<file path="src/rtl/lcd_pkg.sv">
// Shared types and constants for the character LCD bus controller.
// Holds the state set, command codes, default timings and the long-command test.
package lcd_pkg;

  typedef enum logic [2:0] {
    PWRUP,
    START,
    IDLE,
    SETUP,
    EHIGH,
    HOLD,
    WAIT,
    ACK
  } lcd_state_t;

  localparam logic [7:0] CLEAR = 8'h01;
  localparam logic [7:0] HOME  = 8'h02;

  localparam int T_PWRUP_DEF = 750000;
  localparam int T_CMD_DEF   = 2000;
  localparam int T_CLR_DEF   = 82000;
  localparam int E_W_DEF     = 12;
  localparam int CW_DEF      = 20;

  // Clear and home (8'h03 also decodes as home) need the long wait.
  function automatic logic is_long_cmd(
    input logic       rs,
    input logic [7:0] dat
  );
    return !rs && (dat == CLEAR || dat == HOME || dat == 8'h03);
  endfunction

endpackage

</file>
<file path="src/rtl/lcd_delay_timer.sv">
// Down-counter shared by the power-up, E-pulse and execution waits.
// Ports: Clk, load/value (reload with count-1), done (counter at zero).
module lcd_delay_timer #(
  parameter int CW = 20
) (
  input  logic          Clk,
  input  logic          load,
  input  logic [CW-1:0] value,
  output logic          done
);

  logic [CW-1:0] cnt;

  always_ff @(posedge Clk) begin
    if (load)
      cnt <= value;
    else if (cnt != '0)
      cnt <= cnt - CW'(1);
  end

  assign done = (cnt == '0);

endmodule

</file>
<file path="src/rtl/lcd_bus_ctrl.sv">
// HD44780 bus controller: power-up wait, init strobes, arbitrated pin timing.
// Ports: Clk/Reset, init port, user write port, LCD pins, Busy.
module lcd_bus_ctrl
  import lcd_pkg::*;
#(
  parameter int T_PWRUP = T_PWRUP_DEF,
  parameter int T_CMD   = T_CMD_DEF,
  parameter int T_CLR   = T_CLR_DEF,
  parameter int E_W     = E_W_DEF,
  parameter int CW      = CW_DEF
) (
  input  logic       Clk,
  input  logic       Reset,
  input  logic       InitReq,
  input  logic [7:0] InitDato,
  input  logic       DoneInit,
  output logic       Comenzar,
  output logic       Cuenta,
  input  logic       WrValid,
  input  logic       WrRs,
  input  logic [7:0] WrData,
  output logic       WrReady,
  output logic       LcdE,
  output logic       LcdRs,
  output logic       LcdRw,
  output logic [7:0] LcdDb,
  output logic       Busy
);

  localparam logic [CW-1:0] PW_M1  = CW'(T_PWRUP - 1);
  localparam logic [CW-1:0] EW_M1  = CW'(E_W - 1);
  localparam logic [CW-1:0] CMD_M1 = CW'(T_CMD - 1);
  localparam logic [CW-1:0] CLR_M1 = CW'(T_CLR - 1);

  lcd_state_t    state;
  lcd_state_t    nxt;
  logic          is_init;
  logic          acc_init;
  logic          acc_user;
  logic          ld;
  logic [CW-1:0] ldv;
  logic          tdone;

  lcd_delay_timer #(
    .CW(CW)
  ) u_tmr (
    .Clk  (Clk),
    .load (ld),
    .value(ldv),
    .done (tdone)
  );

  // Timer loads on the edge that enters a counted state.
  always_comb begin
    nxt      = state;
    ld       = 1'b0;
    ldv      = '0;
    acc_init = 1'b0;
    acc_user = 1'b0;
    if (Reset) begin
      nxt = PWRUP;
      ld  = 1'b1;
      ldv = PW_M1;
    end else begin
      unique case (state)
        PWRUP: if (tdone) nxt = START;
        START: nxt = IDLE;
        IDLE: begin
          if (InitReq) begin
            acc_init = 1'b1;
            nxt      = SETUP;
          end else if (WrReady && WrValid) begin
            acc_user = 1'b1;
            nxt      = SETUP;
          end
        end
        SETUP: begin
          nxt = EHIGH;
          ld  = 1'b1;
          ldv = EW_M1;
        end
        EHIGH: if (tdone) nxt = HOLD;
        HOLD: begin
          nxt = WAIT;
          ld  = 1'b1;
          ldv = is_long_cmd(LcdRs, LcdDb) ? CLR_M1 : CMD_M1;
        end
        WAIT: if (tdone) nxt = ACK;
        ACK: nxt = IDLE;
        default: nxt = PWRUP;
      endcase
    end
  end

  // Outputs are decoded from the next state so they are registered.
  always_ff @(posedge Clk) begin
    if (Reset) begin
      state    <= PWRUP;
      is_init  <= 1'b0;
      LcdE     <= 1'b0;
      LcdRs    <= 1'b0;
      LcdDb    <= 8'h00;
      Comenzar <= 1'b0;
      Cuenta   <= 1'b0;
      WrReady  <= 1'b0;
      Busy     <= 1'b1;
    end else begin
      state    <= nxt;
      LcdE     <= (nxt == EHIGH);
      Busy     <= (nxt != IDLE);
      Cuenta   <= (nxt == START) ||
                  (nxt == ACK && is_init);
      Comenzar <= Comenzar || (nxt == START);
      WrReady  <= (nxt == IDLE) && DoneInit &&
                  !InitReq;
      if (acc_init) begin
        is_init <= 1'b1;
        LcdRs   <= 1'b0;
        LcdDb   <= InitDato;
      end else if (acc_user) begin
        is_init <= 1'b0;
        LcdRs   <= WrRs;
        LcdDb   <= WrData;
      end
    end
  end

  assign LcdRw = 1'b0;

endmodule

</file>
<file path="config.mk">
export PLATFORM = sky130hd
export DESIGN_NAME = lcd_bus_ctrl
export DESIGN_NICKNAME = d
export VERILOG_FILES = /design/src/rtl/lcd_pkg.sv /design/src/rtl/lcd_delay_timer.sv /design/src/rtl/lcd_bus_ctrl.sv
export SDC_FILE = /design/constraint.sdc
export NUM_CORES = 1
export LEC_CHECK = 0
export ABC_AREA = 1
export CAP_MARGIN = 5
export CORE_ASPECT_RATIO = 2
export CORE_MARGIN = 8
export CORE_UTILIZATION = 55
export CTS_BUF_LIST = sky130_fd_sc_hd__clkbuf_4
export DETAILED_ROUTE_END_ITERATION = 12
export GPL_ROUTABILITY_DRIVEN = 0
export MAX_ROUTING_LAYER = met4
export PLACE_DENSITY = 0.91
export SETUP_SLACK_MARGIN = 0.02
export SLEW_MARGIN = 10
export SYNTH_ARGS = -nofsm -noshare
export SYNTH_HDL_FRONTEND = slang
export SYNTH_SLANG_ARGS = --single-unit
</file>
<file path="constraint.sdc">
create_clock -name Clk -period 2.4 [get_ports Clk]
set_input_delay 0.24 -clock Clk [delete_from_list [all_inputs] [get_ports Clk]]
set_output_delay 0.24 -clock Clk [all_outputs]
set_load 0.02 [all_outputs]
</file>
==> impl_metrics.py, run 1 <==
metrics = {
    "status": {
        "outcome": "completed",
    },
    "timing": {
        "timing.fmax_mhz": 542,
        "finalHoldViolCount": 0,
        "finalSetupViolCount": 0,
        "period_share_pct": 76.9,
        "fin_skew_ns": 0.0189,
        "report.final.slew_viol_count": 0,
        "min_period_ns": 1.84,
        "rsz0062_at_grt": "false",
        "setup_tns_ns": 0,
    },
    "place": {
        "port_buffers": 35,
        "placed_cell_area_sq_um": 2570,
        "dpl.cell_count": 374,
        "dpl.hpwl_mm": 4.05,
    },
    "layout": {
        "fillCellCount": 292,
        "utilization_pct": 69.1,
        "antenna_cells": 0,
        "final_cell_count_no_fill": 382,
        "nets": 354,
        "final_layout_size_suffix_gt1_share_pct": 11.8,
        "multi_input_comb_area_sq_um": 1020,
        "area_delta_synth_final_pct": 22.2,
        "design_area_sq_um": 2630,
        "ff_latch_area_sq_um": 961,
    },
    "clocking": {
        "cts_hold_buf": 0,
        "htree_levels": 2,
        "ctsRootBufferMaster": "clkbuf_4",
        "ctsResizeCount": 0,
        "cts_setup_buffers": 0,
        "tritoncts": "done",
        "cts_sinks": 38,
        "cts_inserted_buffers": 5,
        "cts.clk_slew.worst_paths_ns": 0.11,
        "cts.path.max_buffers": 2,
        "clock_latency_ns": 0.35,
    },
    "die": {
        "design.core.area_sq_um": 3800,
        "ios": 37,
        "start_util_pct": 56.6,
        "dieWidth_um": 60.2,
        "core.rowCount": 32,
        "fp.dieArea_sq_um": 6290,
        "die_h_um": 104,
    },
    "global_route": {
        "grt_first_pass_wirelength_mm": 8.87,
        "grtUsageTotal_pct": 18.5,
        "grt_pass1_vias": 2078,
        "grt_max_degree": 18,
        "gr-total-overflow": 0,
        "antenna_found_initial": 0,
    },
    "worst_setup_path": {
        "worstPathArrival_ns": 1.93,
        "cp.required_ns": 2.48,
        "path_max_fanout": 16,
        "crit_type": "reg -> reg",
        "worstSetupStartpointType": "flop",
        "end_kind": "flop",
    },
    "detailed_routing": {
        "wl_mm": 5.03,
        "ant_nets": 0,
        "dr.pass1.iters": 5,
        "vias": 1966,
        "post_drt_wl_per_cell_um": 13.2,
        "drcViolationCount": 0,
        "drt_iter0_drc": 52,
        "viasPerCell": 5.15,
    },
    "logic_synthesis": {
        "yosysUniqueCellTypes": 32,
        "syn-cell-area_sq_um": 2150,
        "synth-adder-area-share_pct": 1.16,
        "async_flop_share_pct": 0,
        "syn_nets": 312,
        "synth_top_family_by_area": "simple AND/OR/NAND/NOR gates",
        "synth.most_common_cell": "nand2_1",
        "avgSynthCellArea_sq_um": 7.47,
        "synth_top_cell_area_share_pct": 27.9,
        "ys_ff_latch": 38,
        "synth_commonest_cells": "nand2_1, nor2_1, inv_1, edfxtp_1",
        "synth-simple-area-share_pct": 36.2,
        "synth_mux_area_share_pct": 0,
        "yosysTopAreaCell": "edfxtp_1",
        "synth-seq-area-share_pct": 44.7,
        "synth_area_leaders": "edfxtp_1, dfxtp_1, nand2_1",
        "syn-instance-count": 288,
        "synth_ff_type": "edfxtp_1",
        "synth_compound_area_share_pct": 7.50,
        "synth-warning-count": 0,
        "synth_edf_count": 20,
        "synth-xor-area-share_pct": 2.44,
    },
    "pwr": {
        "p_per_area_nw_per_um2": 443,
        "p_leak_nw": 1.14,
        "power_mw": 1.16,
        "irDropWorstVdd_mv": 0.490,
    },
    "hold_path": {
        "hp-class": "in -> reg",
    },
    "run": {
        "max_cap_violations": 0,
    },
}
[routing by layer]
layer	up-vias	global-route usage, %	wire [um]
met3	15	3.22	184
met4	0	8.95	198
met2	61	34.1	2820
met1	886	16.7	1820
li1	1004	-	-
met5	-	-	0
[critical path: stages, from the launching register on]
cell,delay [ns]
edfxtp_1,0.45
nor2_2,0.20
nand2_1,0.16
nor4_1,0.26
nand3_1,0.23
buf_4,0.28
[registers in the layout, summed over array words and instances, names as in the netlist]
| name | flops |
|---|---|
| LcdDb | 8 |
| LcdRs | 1 |
| Busy | 1 |
| LcdE | 1 |
| Cuenta | 1 |
| Comenzar | 1 |
| is_init | 1 |
| u_tmr.cnt | 20 |
| state | 3 |
| WrReady | 1 |
[per-stage QoR]
stage / hold slack, ns / setup slack (ns)
CTS: 0.433 / 0.568
global placement: 0.440 / 0.618
global route: 0.433 / 0.341
detailed placement: 0.457 / 0.601
floorplan: 0.365 / 0.489
finish: 0.439 / 0.555
[report_power, final]
part / leakage, nW / switching (mW) / internal [mW]
Clock: 0.0354 / 0.205 / 0.123
Sequential: 0.357 / 0.0170 / 0.698
Combinational: 0.748 / 0.0631 / 0.0586
[cell type report]
type                            instances  share of cell area (%)
Multi-Input combinational cell        207                    38.9
Sequential cell                        38                    36.6
Timing Repair Buffer                   39                    14.5
Inverter                               39                    5.57
Tap cell                               51                    2.43
Clock buffer                            6                    1.71
Clock inverter                          2                   0.381
[kinds of logic after synthesis]
kind of cell / after synthesis
other: 1
buffers and inverters: 43
flip-flops: 38
AND/OR/NAND/NOR: 168
adder cells (fa/ha/maj): 2
AO/OA/AOI/OAI: 30
XOR/XNOR: 6
[cells in the final DEF (no fill, tap or decap), drive strengths merged]
cell type,instances
clkdlybuf4s50,35
xnor2,4
nand2,89
a21oi,12
xor2,2
nor3,9
inv,39
clkinv,2
o21ai,15
clkbuf,6
a31oi,1
nand3,20
o211ai,1
dfxtp,18
nand4,2
nor4,1
nand3b,1
o2111ai,1
conb,1
nor2,44
or2,1
ha,2
and2,1
buf,4
edfxtp,20
[path summary, 6_finish.rpt]
check                      end         start  slack, ns  cells after the start
setup reg to reg  u_tmr.cnt[1]  u_tmr.cnt[4]       0.56                      5
hold / removal         WrReady      DoneInit       0.44                      3
hold reg to reg       Comenzar      Comenzar       0.47                      2
setup / recovery  u_tmr.cnt[1]  u_tmr.cnt[4]       0.56                      5
Power figures use the tool's default switching activity.
==> run 2: changes to the inputs <==
--- a/config.mk
+++ b/config.mk
@@ -9,12 +9,12 @@
 export CAP_MARGIN = 5
 export CORE_ASPECT_RATIO = 2
 export CORE_MARGIN = 8
-export CORE_UTILIZATION = 55
+export CORE_UTILIZATION = 49
 export CTS_BUF_LIST = sky130_fd_sc_hd__clkbuf_4
 export DETAILED_ROUTE_END_ITERATION = 12
 export GPL_ROUTABILITY_DRIVEN = 0
 export MAX_ROUTING_LAYER = met4
-export PLACE_DENSITY = 0.91
+export PLACE_DENSITY = 0.87
 export SETUP_SLACK_MARGIN = 0.02
 export SLEW_MARGIN = 10
 export SYNTH_ARGS = -nofsm -noshare
==> constraint.sdc (replaced) <==
create_clock -name Clk -period 1.69 [get_ports Clk]
set_input_delay 0.169 -clock Clk [delete_from_list [all_inputs] [get_ports Clk]]
set_output_delay 0.169 -clock Clk [all_outputs]
set_load 0.02 [all_outputs]
==> run 2 against run 1 <==
Core utilization fell by 4.9 points. Total power rose by 44%. Register-to-register slack got worse by 0.54 ns. Worst setup slack got worse by 0.54 ns. Critical endpoint is now u_tmr.cnt[14]. Highest routed layer unchanged.
==> impl_metrics.py, run 2 (synthesis results as in run 1) <==
metrics = {
    "global_route": {
        "met3_usage_pct": 2.24,
        "antenna_found_initial": 0,
        "grt_pass1_vias": 1942,
        "grt_first_pass_wirelength_mm": 8.46,
        "grt_max_degree": 13,
        "gr-total-overflow": 0,
        "use_met2_pct": 29.5,
        "met1_usage_pct": 14.0,
        "grt_most_used_layer": "met2",
        "grtUsageTotal_pct": 15.6,
    },
    "run": {
        "max_cap_violations": 0,
    },
    "timing": {
        "fin_skew_ns": 0.00758,
        "layout_setup_ws_ns": 0.0147,
        "rsz0062_at_grt": "true",
        "period_share_pct": 99.1,
        "min_period_ns": 1.68,
        "timing.fmax_mhz": 597,
        "finalHoldViolCount": 0,
        "finalSetupViolCount": 0,
        "report.final.slew_viol_count": 0,
        "setup_tns_ns": 0,
    },
    "layout": {
        "ff_latch_area_sq_um": 961,
        "multi_input_comb_area_sq_um": 1070,
        "largest_reg_flops": 20,
        "nets": 365,
        "antenna_cells": 0,
        "largestRegisters": "u_tmr.cnt x20, LcdDb x8, state x3",
        "final_layout_size_suffix_gt1_share_pct": 16.7,
        "final_common_cell": "nand2_1",
        "regMostFlops": "u_tmr.cnt",
        "layout_common_cells": "nand2_1, clkdlybuf4s50_1, nor2_1",
        "fillCellCount": 343,
        "area_delta_synth_final_pct": 28.1,
    },
    "worst_setup_path": {
        "path_max_fanout": 4,
        "worstPathArrival_ns": 1.78,
        "end_kind": "flop",
        "cp.required_ns": 1.80,
        "crit_type": "reg -> reg",
        "worstSetupStartpointType": "flop",
    },
    "detailed_routing": {
        "vias": 2034,
        "viasPerCell": 5.14,
        "dr.pass1.iters": 4,
        "wl_mm": 5.22,
        "ant_nets": 0,
        "post_drt_wl_per_cell_um": 13.2,
        "drcViolationCount": 0,
        "drt_iter0_drc": 60,
    },
    "clocking": {
        "cts.clk_slew.worst_paths_ns": 0.12,
        "clock_latency_ns": 0.35,
        "cts_sinks": 38,
        "tritoncts": "done",
        "htree_levels": 2,
        "cts.path.max_buffers": 2,
        "ctsRootBufferMaster": "clkbuf_4",
        "cts_inserted_buffers": 5,
        "cts_hold_buf": 0,
    },
    "pwr": {
        "power_mw": 1.68,
        "p_per_area_nw_per_um2": 608,
        "seq_power_share_pct": 60.6,
        "intPower_mw": 1.24,
        "p_sw_mw": 0.433,
        "p_leak_nw": 1.20,
        "sw_frac_of_total_pct": 25.8,
        "clkPwrFrac_pct": 27.7,
        "power_frac_comb_pct": 11.7,
        "irDropWorstVdd_mv": 0.493,
    },
    "die": {
        "dieWidth_um": 62.9,
        "core.rowCount": 34,
        "fp.dieArea_sq_um": 6900,
        "die_h_um": 110,
        "ios": 37,
        "design.core.area_sq_um": 4300,
        "start_util_pct": 50.1,
    },
    "place": {
        "port_buffers": 35,
        "dpl_worst_slack_ns": 0.0516,
        "dpl.hpwl_mm": 4.07,
    },
    "hold_path": {
        "hp-class": "in -> reg",
    },
    "status": {
        "outcome": "completed",
    },
}
[run 2: changes by cell type in the layout (fill, tap and decap cells not counted), sizes merged]
cell / delta
buf: +11
inv: +1
clkbuf: -1
[run 2: path summary, 6_finish.rpt]
path | start | to | slack [ns] | cells past startpoint
min | DoneInit | WrReady | 0.36 | 3
max | u_tmr.cnt[5] | u_tmr.cnt[14] | 0.01 | 8
min reg2reg | Comenzar | Comenzar | 0.46 | 2
max reg2reg | u_tmr.cnt[5] | u_tmr.cnt[14] | 0.01 | 8
[run 2: worst max-delay path: stages (launching register included)]
cell and delay [ns]:
edfxtp_1 0.43, buf_4 0.17, nor2_1 0.13, nand2_1 0.17
nor2_4 0.18, nand3_2 0.11, xnor2_1 0.15, nand2_1 0.06
nand2_1 0.04
[run 2: through the flow]
stage / std cells / cell area (sq um) / utilization, % / hold WS [ns]
final: 396 / 2760 / 64.2 / 0.355
after global routing: 396 / 2760 / 64.2 / 0.342
after CTS: 393 / 2710 / 63.0 / 0.349
after detailed placement: 385 / 2660 / 61.8 / 0.444
after global placement: 385 / 2660 / 61.8 / 0.440
after floorplan: 288 / 2170 / - / 0.294
[run 2: timing repair]
action | 4_1_cts | 5_1_grt
gates resized for setup | 0 | 8
setup endpoints to repair | 0 | 29
buffers inserted | 0 | 3
[run 2: power groups by stage]
stage | clock network [mW] | logic, mW | registers (mW)
after floorplan | 0 | 0.100 | 1.03
after global placement | 0 | 0.181 | 1.04
after detailed placement | 0 | 0.183 | 1.04
after CTS | 0.473 | 0.184 | 1.02
after global routing | 0.502 | 0.218 | 1.02
final | 0.464 | 0.196 | 1.02
[run 2: routing by layer]
metal / vias to the layer above / part of all wire, %
li1: 1029 / -
met1: 925 / 36
met2: 66 / 57
met3: 14 / 3.8
met4: 0 / 3.0
met5: - / 0
[run 2: layout make-up]
class,count,share of cell area [%]
well taps,54,2.45
repair buffers,50,16.8
multi-input cells,207,38.7
inverters,39,5.31
clock buffers,5,1.36
flip-flops and latches,38,34.8
clock inverters,3,0.544
